===== src/rtl/pistorm_bus_arbiter_pkg.sv =====
// pistorm_pkg: shared FSM state encoding and counter width for the bus arbiter.
//   arb_state_t : IDLE, WAIT_END, GRANT, EXT_OWN, RECOVER
//   ARB_CNT_W   : width of the shared grant-timeout / recovery counter
package pistorm_pkg;
  localparam int ARB_CNT_W = 5;
  typedef enum logic [2:0] {IDLE, WAIT_END, GRANT, EXT_OWN, RECOVER} arb_state_t;
endpackage


===== src/rtl/pistorm_bus_arbiter_if.sv =====
// pistorm_bus_arbiter_if: 68K bus-mastership signals between the arbiter and the 68K side.
//   master : arbiter view (drives BG_n, hold, bus_oe_n, ext_active, timeout)
//   slave  : bus/engine view (drives M68K_CLK, BR_n, BGACK_n, bus_busy)
interface pistorm_bus_arbiter_if;
  logic M68K_CLK;
  logic M68K_BR_n;
  logic M68K_BGACK_n;
  logic bus_busy;
  logic M68K_BG_n;
  logic arb_hold;
  logic arb_bus_oe_n;
  logic arb_ext_active;
  logic arb_timeout;
  modport master (
    input  M68K_CLK, M68K_BR_n, M68K_BGACK_n, bus_busy,
    output M68K_BG_n, arb_hold, arb_bus_oe_n, arb_ext_active, arb_timeout
  );
  modport slave (
    output M68K_CLK, M68K_BR_n, M68K_BGACK_n, bus_busy,
    input  M68K_BG_n, arb_hold, arb_bus_oe_n, arb_ext_active, arb_timeout
  );
endinterface


===== src/rtl/pistorm_bus_arbiter_sync_edge.sv =====
// pistorm_sync_edge: N-flop synchroniser with rise/fall strobes on the synchronised value.
//   clk, rst_n : sampling clock, async active-low reset (chain loads INIT)
//   d          : async input
//   q          : synchronised level; rise/fall: one-clk strobes on q edges
module pistorm_sync_edge #(
  parameter int   N    = 2,
  parameter logic INIT = 1'b0
) (
  input  logic clk,
  input  logic rst_n,
  input  logic d,
  output logic q,
  output logic rise,
  output logic fall
);
  logic [N:0] sr;
  always_ff @(posedge clk or negedge rst_n)
    if (!rst_n) sr <= {(N+1){INIT}};
    else sr <= {sr[N-1:0], d};
  assign q    = sr[N-1];
  assign rise = sr[N-1] & ~sr[N];
  assign fall = ~sr[N-1] & sr[N];
endmodule


===== src/rtl/pistorm_bus_arbiter.sv =====
// pistorm_bus_arbiter: 68000 BR/BG/BGACK bus-mastership arbiter in the PI_CLK domain.
//   PI_CLK, RST_n : system clock, async active-low reset
//   bus (master)  : M68K_CLK/BR_n/BGACK_n/bus_busy in; BG_n/hold/bus_oe_n/ext_active/timeout out
//   Define ARB_TIMEOUT_EN to re-arbitrate when BGACK never follows BG.
module pistorm_bus_arbiter
  import pistorm_pkg::*;
#(
  parameter int SYNC_STAGES    = 2,
  parameter int GRANT_TIMEOUT  = 16,
  parameter int RECOVER_CYCLES = 1
) (
  input logic PI_CLK,
  input logic RST_n,
  pistorm_bus_arbiter_if.master bus
);
  arb_state_t state;
  logic [ARB_CNT_W-1:0] cnt;
  logic c7m_fall, br_n_s, bgack_n_s;
  logic unused_c7m_lvl, unused_c7m_rise, unused_br_rise, unused_br_fall, unused_bgack_rise, unused_bgack_fall;
  pistorm_sync_edge #(.N(SYNC_STAGES), .INIT(1'b0)) u_c7m (
    .clk(PI_CLK), .rst_n(RST_n), .d(bus.M68K_CLK),
    .q(unused_c7m_lvl), .rise(unused_c7m_rise), .fall(c7m_fall)
  );
  pistorm_sync_edge #(.N(SYNC_STAGES), .INIT(1'b1)) u_br (
    .clk(PI_CLK), .rst_n(RST_n), .d(bus.M68K_BR_n),
    .q(br_n_s), .rise(unused_br_rise), .fall(unused_br_fall)
  );
  pistorm_sync_edge #(.N(SYNC_STAGES), .INIT(1'b1)) u_bgack (
    .clk(PI_CLK), .rst_n(RST_n), .d(bus.M68K_BGACK_n),
    .q(bgack_n_s), .rise(unused_bgack_rise), .fall(unused_bgack_fall)
  );
  wire br    = ~br_n_s;
  wire bgack = ~bgack_n_s;
`ifndef ARB_TIMEOUT_EN
  localparam int unused_grant_timeout = GRANT_TIMEOUT;
  assign bus.arb_timeout = 1'b0;
`endif
  always_ff @(posedge PI_CLK or negedge RST_n)
    if (!RST_n) begin
      state              <= IDLE;
      cnt                <= '0;
      bus.M68K_BG_n      <= 1'b1;
      bus.arb_hold       <= 1'b0;
      bus.arb_bus_oe_n   <= 1'b0;
      bus.arb_ext_active <= 1'b0;
`ifdef ARB_TIMEOUT_EN
      bus.arb_timeout    <= 1'b0;
`endif
    end else begin
`ifdef ARB_TIMEOUT_EN
      bus.arb_timeout <= 1'b0;
`endif
      case (state)
        IDLE:
          if (br) begin
            state        <= WAIT_END;
            bus.arb_hold <= 1'b1;
          end
        // a cycle the engine already started must finish before BG can assert
        WAIT_END:
          if (c7m_fall && !bus.bus_busy) begin
            if (!br) begin
              state        <= IDLE;
              bus.arb_hold <= 1'b0;
            end else begin
              state         <= GRANT;
              bus.M68K_BG_n <= 1'b0;
              cnt           <= '0;
            end
          end
        // drivers stay enabled while BG is out; they tristate only on BGACK
        GRANT:
          if (c7m_fall) begin
            if (bgack) begin
              state              <= EXT_OWN;
              bus.M68K_BG_n      <= 1'b1;
              bus.arb_bus_oe_n   <= 1'b1;
              bus.arb_ext_active <= 1'b1;
            end else if (!br) begin
              state         <= IDLE;
              bus.M68K_BG_n <= 1'b1;
              bus.arb_hold  <= 1'b0;
            end
`ifdef ARB_TIMEOUT_EN
            else if (cnt == ARB_CNT_W'(GRANT_TIMEOUT - 1)) begin
              state           <= WAIT_END;
              bus.M68K_BG_n   <= 1'b1;
              bus.arb_timeout <= 1'b1;
            end else cnt <= cnt + 1'b1;
`endif
          end
        EXT_OWN:
          if (c7m_fall && !bgack) begin
            state              <= RECOVER;
            cnt                <= ARB_CNT_W'(RECOVER_CYCLES - 1);
            bus.arb_bus_oe_n   <= 1'b0;
            bus.arb_ext_active <= 1'b0;
          end
        RECOVER:
          if (c7m_fall) begin
            if (cnt != '0) cnt <= cnt - 1'b1;
            else if (br) begin
              state         <= GRANT;
              bus.M68K_BG_n <= 1'b0;
              cnt           <= '0;
            end else begin
              state        <= IDLE;
              bus.arb_hold <= 1'b0;
            end
          end
        default: state <= IDLE;
      endcase
    end
endmodule

===== src/flat_wrapper.sv =====
// flat-port wrapper written by rule: the top's interface ports become plain ports
module pistorm_bus_arbiter_flat import pistorm_pkg::*;
#(
  parameter int SYNC_STAGES    = 2,
  parameter int GRANT_TIMEOUT  = 16,
  parameter int RECOVER_CYCLES = 1
)
  (PI_CLK, RST_n, bus_M68K_CLK, bus_M68K_BR_n, bus_M68K_BGACK_n, bus_bus_busy, bus_M68K_BG_n, bus_arb_hold, bus_arb_bus_oe_n, bus_arb_ext_active, bus_arb_timeout);
  pistorm_bus_arbiter_if bus_i ();
  input logic PI_CLK;
  input logic RST_n;
  input wire logic [$bits(bus_i.M68K_CLK)-1:0] bus_M68K_CLK;
  input wire logic [$bits(bus_i.M68K_BR_n)-1:0] bus_M68K_BR_n;
  input wire logic [$bits(bus_i.M68K_BGACK_n)-1:0] bus_M68K_BGACK_n;
  input wire logic [$bits(bus_i.bus_busy)-1:0] bus_bus_busy;
  output wire logic [$bits(bus_i.M68K_BG_n)-1:0] bus_M68K_BG_n;
  output wire logic [$bits(bus_i.arb_hold)-1:0] bus_arb_hold;
  output wire logic [$bits(bus_i.arb_bus_oe_n)-1:0] bus_arb_bus_oe_n;
  output wire logic [$bits(bus_i.arb_ext_active)-1:0] bus_arb_ext_active;
  output wire logic [$bits(bus_i.arb_timeout)-1:0] bus_arb_timeout;
  assign bus_i.M68K_CLK = bus_M68K_CLK;
  assign bus_i.M68K_BR_n = bus_M68K_BR_n;
  assign bus_i.M68K_BGACK_n = bus_M68K_BGACK_n;
  assign bus_i.bus_busy = bus_bus_busy;
  assign bus_M68K_BG_n = bus_i.M68K_BG_n;
  assign bus_arb_hold = bus_i.arb_hold;
  assign bus_arb_bus_oe_n = bus_i.arb_bus_oe_n;
  assign bus_arb_ext_active = bus_i.arb_ext_active;
  assign bus_arb_timeout = bus_i.arb_timeout;
  pistorm_bus_arbiter #(.SYNC_STAGES(SYNC_STAGES), .GRANT_TIMEOUT(GRANT_TIMEOUT), .RECOVER_CYCLES(RECOVER_CYCLES)) u_core (.PI_CLK(PI_CLK), .RST_n(RST_n), .bus(bus_i));
endmodule

===== config.mk =====
export PLATFORM = sky130hd
export DESIGN_NAME = pistorm_bus_arbiter_flat
export DESIGN_NICKNAME = d
export VERILOG_FILES = /design/src/rtl/pistorm_bus_arbiter_pkg.sv /design/src/rtl/pistorm_bus_arbiter_if.sv /design/src/rtl/pistorm_bus_arbiter_sync_edge.sv /design/src/rtl/pistorm_bus_arbiter.sv /design/src/flat_wrapper.sv
export SDC_FILE = /design/constraint.sdc
export NUM_CORES = 1
export LEC_CHECK = 0
export BUFFER_PORTS_ARGS = -buffer_cell sky130_fd_sc_hd__buf_2
export CAP_MARGIN = 20
export CORE_MARGIN = 3
export CORE_UTILIZATION = 50
export DETAILED_ROUTE_END_ITERATION = 6
export PLACE_DENSITY = 0.73
export SYNTH_ARGS = -nofsm -noshare
export SYNTH_HDL_FRONTEND = slang
export SYNTH_SLANG_ARGS = --single-unit

===== constraint.sdc =====
create_clock -name PI_CLK -period 1.85 [get_ports PI_CLK]
set_clock_uncertainty 0.05 [all_clocks]
set_input_delay 0.185 -clock PI_CLK [delete_from_list [all_inputs] [get_ports PI_CLK]]
set_output_delay 0.185 -clock PI_CLK [all_outputs]
set_load 0.005 [all_outputs]

==> flow_summary.toml <==
[cts]
cts_made_buffers = 3
clk_latency_ns = 0.30
cts-root-buf = "clkbuf_4"
cts_tree = "done"
clock-sinks = 18
clockBufferDepth = 2
cts.reportedPaths.clkPinSlew_ns = 0.10
htree_levels = 1

[route]
drt_wl_total_um = 2180
viasPerCell = 5.79
drc = 0
wl_per_cell_um = 15.0
drtIter0Drc = 33
ant_nets = 0
dr.pass1.iters = 4
vias = 839

[setup_path]
cp_num_buf_inv = 1
cp-startpoint = "u_core.cnt[1]"
reg2reg_from = "u_core.cnt[1]"
end_kind = "register"
arrival_ns = 2.04
path_cells = "inv_2 > ha_4 > or4b_4 > nand2_4 > o31ai_2 > or4_1 > nand2_1"
cp_slowest_stage_delay_ns = 0.49
cp-start-kind = "register"
path_class = "reg2reg"
crit_fanout = 4
worstPathRequired_ns = 2.04
crit_family = "simple AND/OR/NAND/NOR gates"
cpMaxStageDelayCell = "or4b_4"

[finish]
register_area_um2 = 457
drive_above_1_share_pct = 32.5
syn_to_final_growth_pct = 25.8
num-fill-cells = 131
multi_input_area_um2 = 479
nets = 128
num_antenna_cells = 0

[logic_synthesis]
yosysSeqAreaShare_pct = 48.7
syn_area_per_cell_um2 = 9.56
async_flop_share_pct = 100
ys_seq_elements = 18
yosysUniqueCellTypes = 37
synth_top_cell_by_area = "dfrtp_1"
ys_warn_count = 0
synth.area.top_cells = "dfrtp_1 (35%), dfstp_2 (14%), a21oi_1 (4.8%)"
yosysTopAreaCellShare_pct = 34.7
synth-edff-count = 0
synthFlopType = "dfrtp_1"
synthCells = 98
syn-num-nets = 105
netlist_area_um2 = 937

[floorplan]
fp.dieH_um = 49.3
core_area_mm2 = 0.00175
rows = 15
io_pins = 11
die_area_mm2 = 0.00243
start_util_pct = 53.7
die_w_um = 49.3

[power_and_ir_drop]
power.internal_uw = 975
pwr-share-seq_pct = 38.3
power_density_mw_per_mm2 = 1330
p_sw_share_pct = 38.0
p_comb_share_pct = 46.3
switchingPower_uw = 597
power_leakage_uw = 0.000523
ir_drop_v = 0.000821
clkPwrFrac_pct = 15.4

[sta]
finalCritPeriodShare_pct = 100
layout_min_cycle_time_ns = 1.86
hold_viol = 0
fmax_mhz = 539
setup_ws_ns = -0.00649
worstMarginPinSlew_ns = 0.507
final_max_slew_viol_count = 0
rsz0062_at_grt = "true"
relSlewSlack_pct = 66.2
holdWs_ns = 0.288
setup-violations-final = 1
tns_ns = -0.00649

[grt]
overflow = 0
grt_max_degree = 19
grt_pass1_wl_um = 3700
antenna_found_initial = 0
grt_pass1_vias = 820
grt_usage_pct = 20.0

[worst_hold_path]
hold_class = "in2async"

[job]
cap_violations = 0

[run_status]
status = "finished, violations left"
violations = "negative setup slack"

[placement]
gp_congestion = 0.847
portBuffers = 9
dp_hpwl_um = 1410
[final timing paths]
path | end | slack [ns] | depth (start not counted)
worst max-delay path | u_core.state[0] | -0.006 | 7
worst min-delay path | u_core.state[2] | 0.29 | 2
worst max register to register | u_core.state[0] | -0.006 | 7
worst min register to register | u_core.u_c7m.sr[1] | 0.31 | 0
max in group asynchronous | u_core.u_bgack.sr[1] | 1.13 | 2
min in group PI_CLK | u_core.u_c7m.sr[1] | 0.31 | 0
[state kept, by name, summed over array words and instances (netlist names)]
| register | flops |
|---|---|
| u_core.bus.arb_hold | 1 |
| u_core.u_c7m.sr | 3 |
| u_core.u_bgack.sr | 2 |
| u_core.bus.M68K_BG_n | 1 |
| u_core.bus.arb_bus_oe_n | 1 |
| u_core.u_br.sr | 2 |
| u_core.state | 3 |
| u_core.cnt | 5 |
[synth_stat cells, drive strengths merged (3+ instances only)]
master	number
dfrtp	13
nor2	10
a21oi	9
o21ai	7
dfstp	5
nand2	5
nand2b	5
inv	4
nor2b	4
nor3	4
buf	3
o32ai	3
[metrics by stage]
stage / instance area (um^2) / util (%) / power (uW) / setup slack, ns / std cells
global placement: 1020 / 58.2 / 1140 / 0.0721 / 131
finish: 1180 / 67.5 / 1570 / -0.00649 / 145
detailed placement: 1020 / 58.2 / 1160 / -0.00556 / 131
global route: 1180 / 67.5 / 1690 / -0.0779 / 145
CTS: 1140 / 65.4 / 1500 / 0.00942 / 144
floorplan: 937 / - / 982 / 0.0414 / 98
[area by class of cell]
type                       count  share of cell area (%)
clock buffer                   4                    3.08
inverter                       4                    1.27
multi-input combinational     71                    40.7
sequential                    18                    38.7
tap                           25                    2.65
timing repair buffer          23                    13.6
[cell families (layout without fill, tap and decap cells)]
logic type	after synthesis	in the layout	share of synthesized area (%)
flops	18	18	48.7
simple gates	37	37	22.8
compound gates	32	32	22.2
fa+ha+maj	1	1	1.33
buf+inv	9	31	4.54
other cells	1	1	0.400
[power by group through the flow]
stage	sequential [uW]	clock, uW	combinational (uW)
CTS	587	247	664
detailed placement	593	0	572
finish	602	242	728
floorplan	561	0	421
global route	612	274	804
global placement	587	0	554
[what timing repair did]
item,4_1_cts,5_1_grt
pin swaps,1,1
endpoints found under the hold margin,16,0
resized for setup,3,9
setup buffers,5,1
hold buffers,4,0
endpoints found under the setup margin,1,7
[cell usage in the layout, fill, tap and decap left out, drive strengths merged, types with 3 or more instances in the layout]
master	Yosys	final
a21oi	9	9
buf	3	19
clkbuf	2	4
dfrtp	13	13
dfstp	5	5
dlygate4sd3	0	4
inv	4	4
nand2	5	5
nand2b	5	5
nor2	10	10
nor2b	4	4
nor3	4	4
o21ai	7	7
o32ai	3	3
[per-layer routing]
metal | track usage, % | wire (um)
met1 | 27.0 | 979
met2 | 30.1 | 1020
met3 | 5.50 | 144
met4 | 8.06 | 37
met5 | 0 | 0
Note: power is estimated with default switching activity, not from simulation.
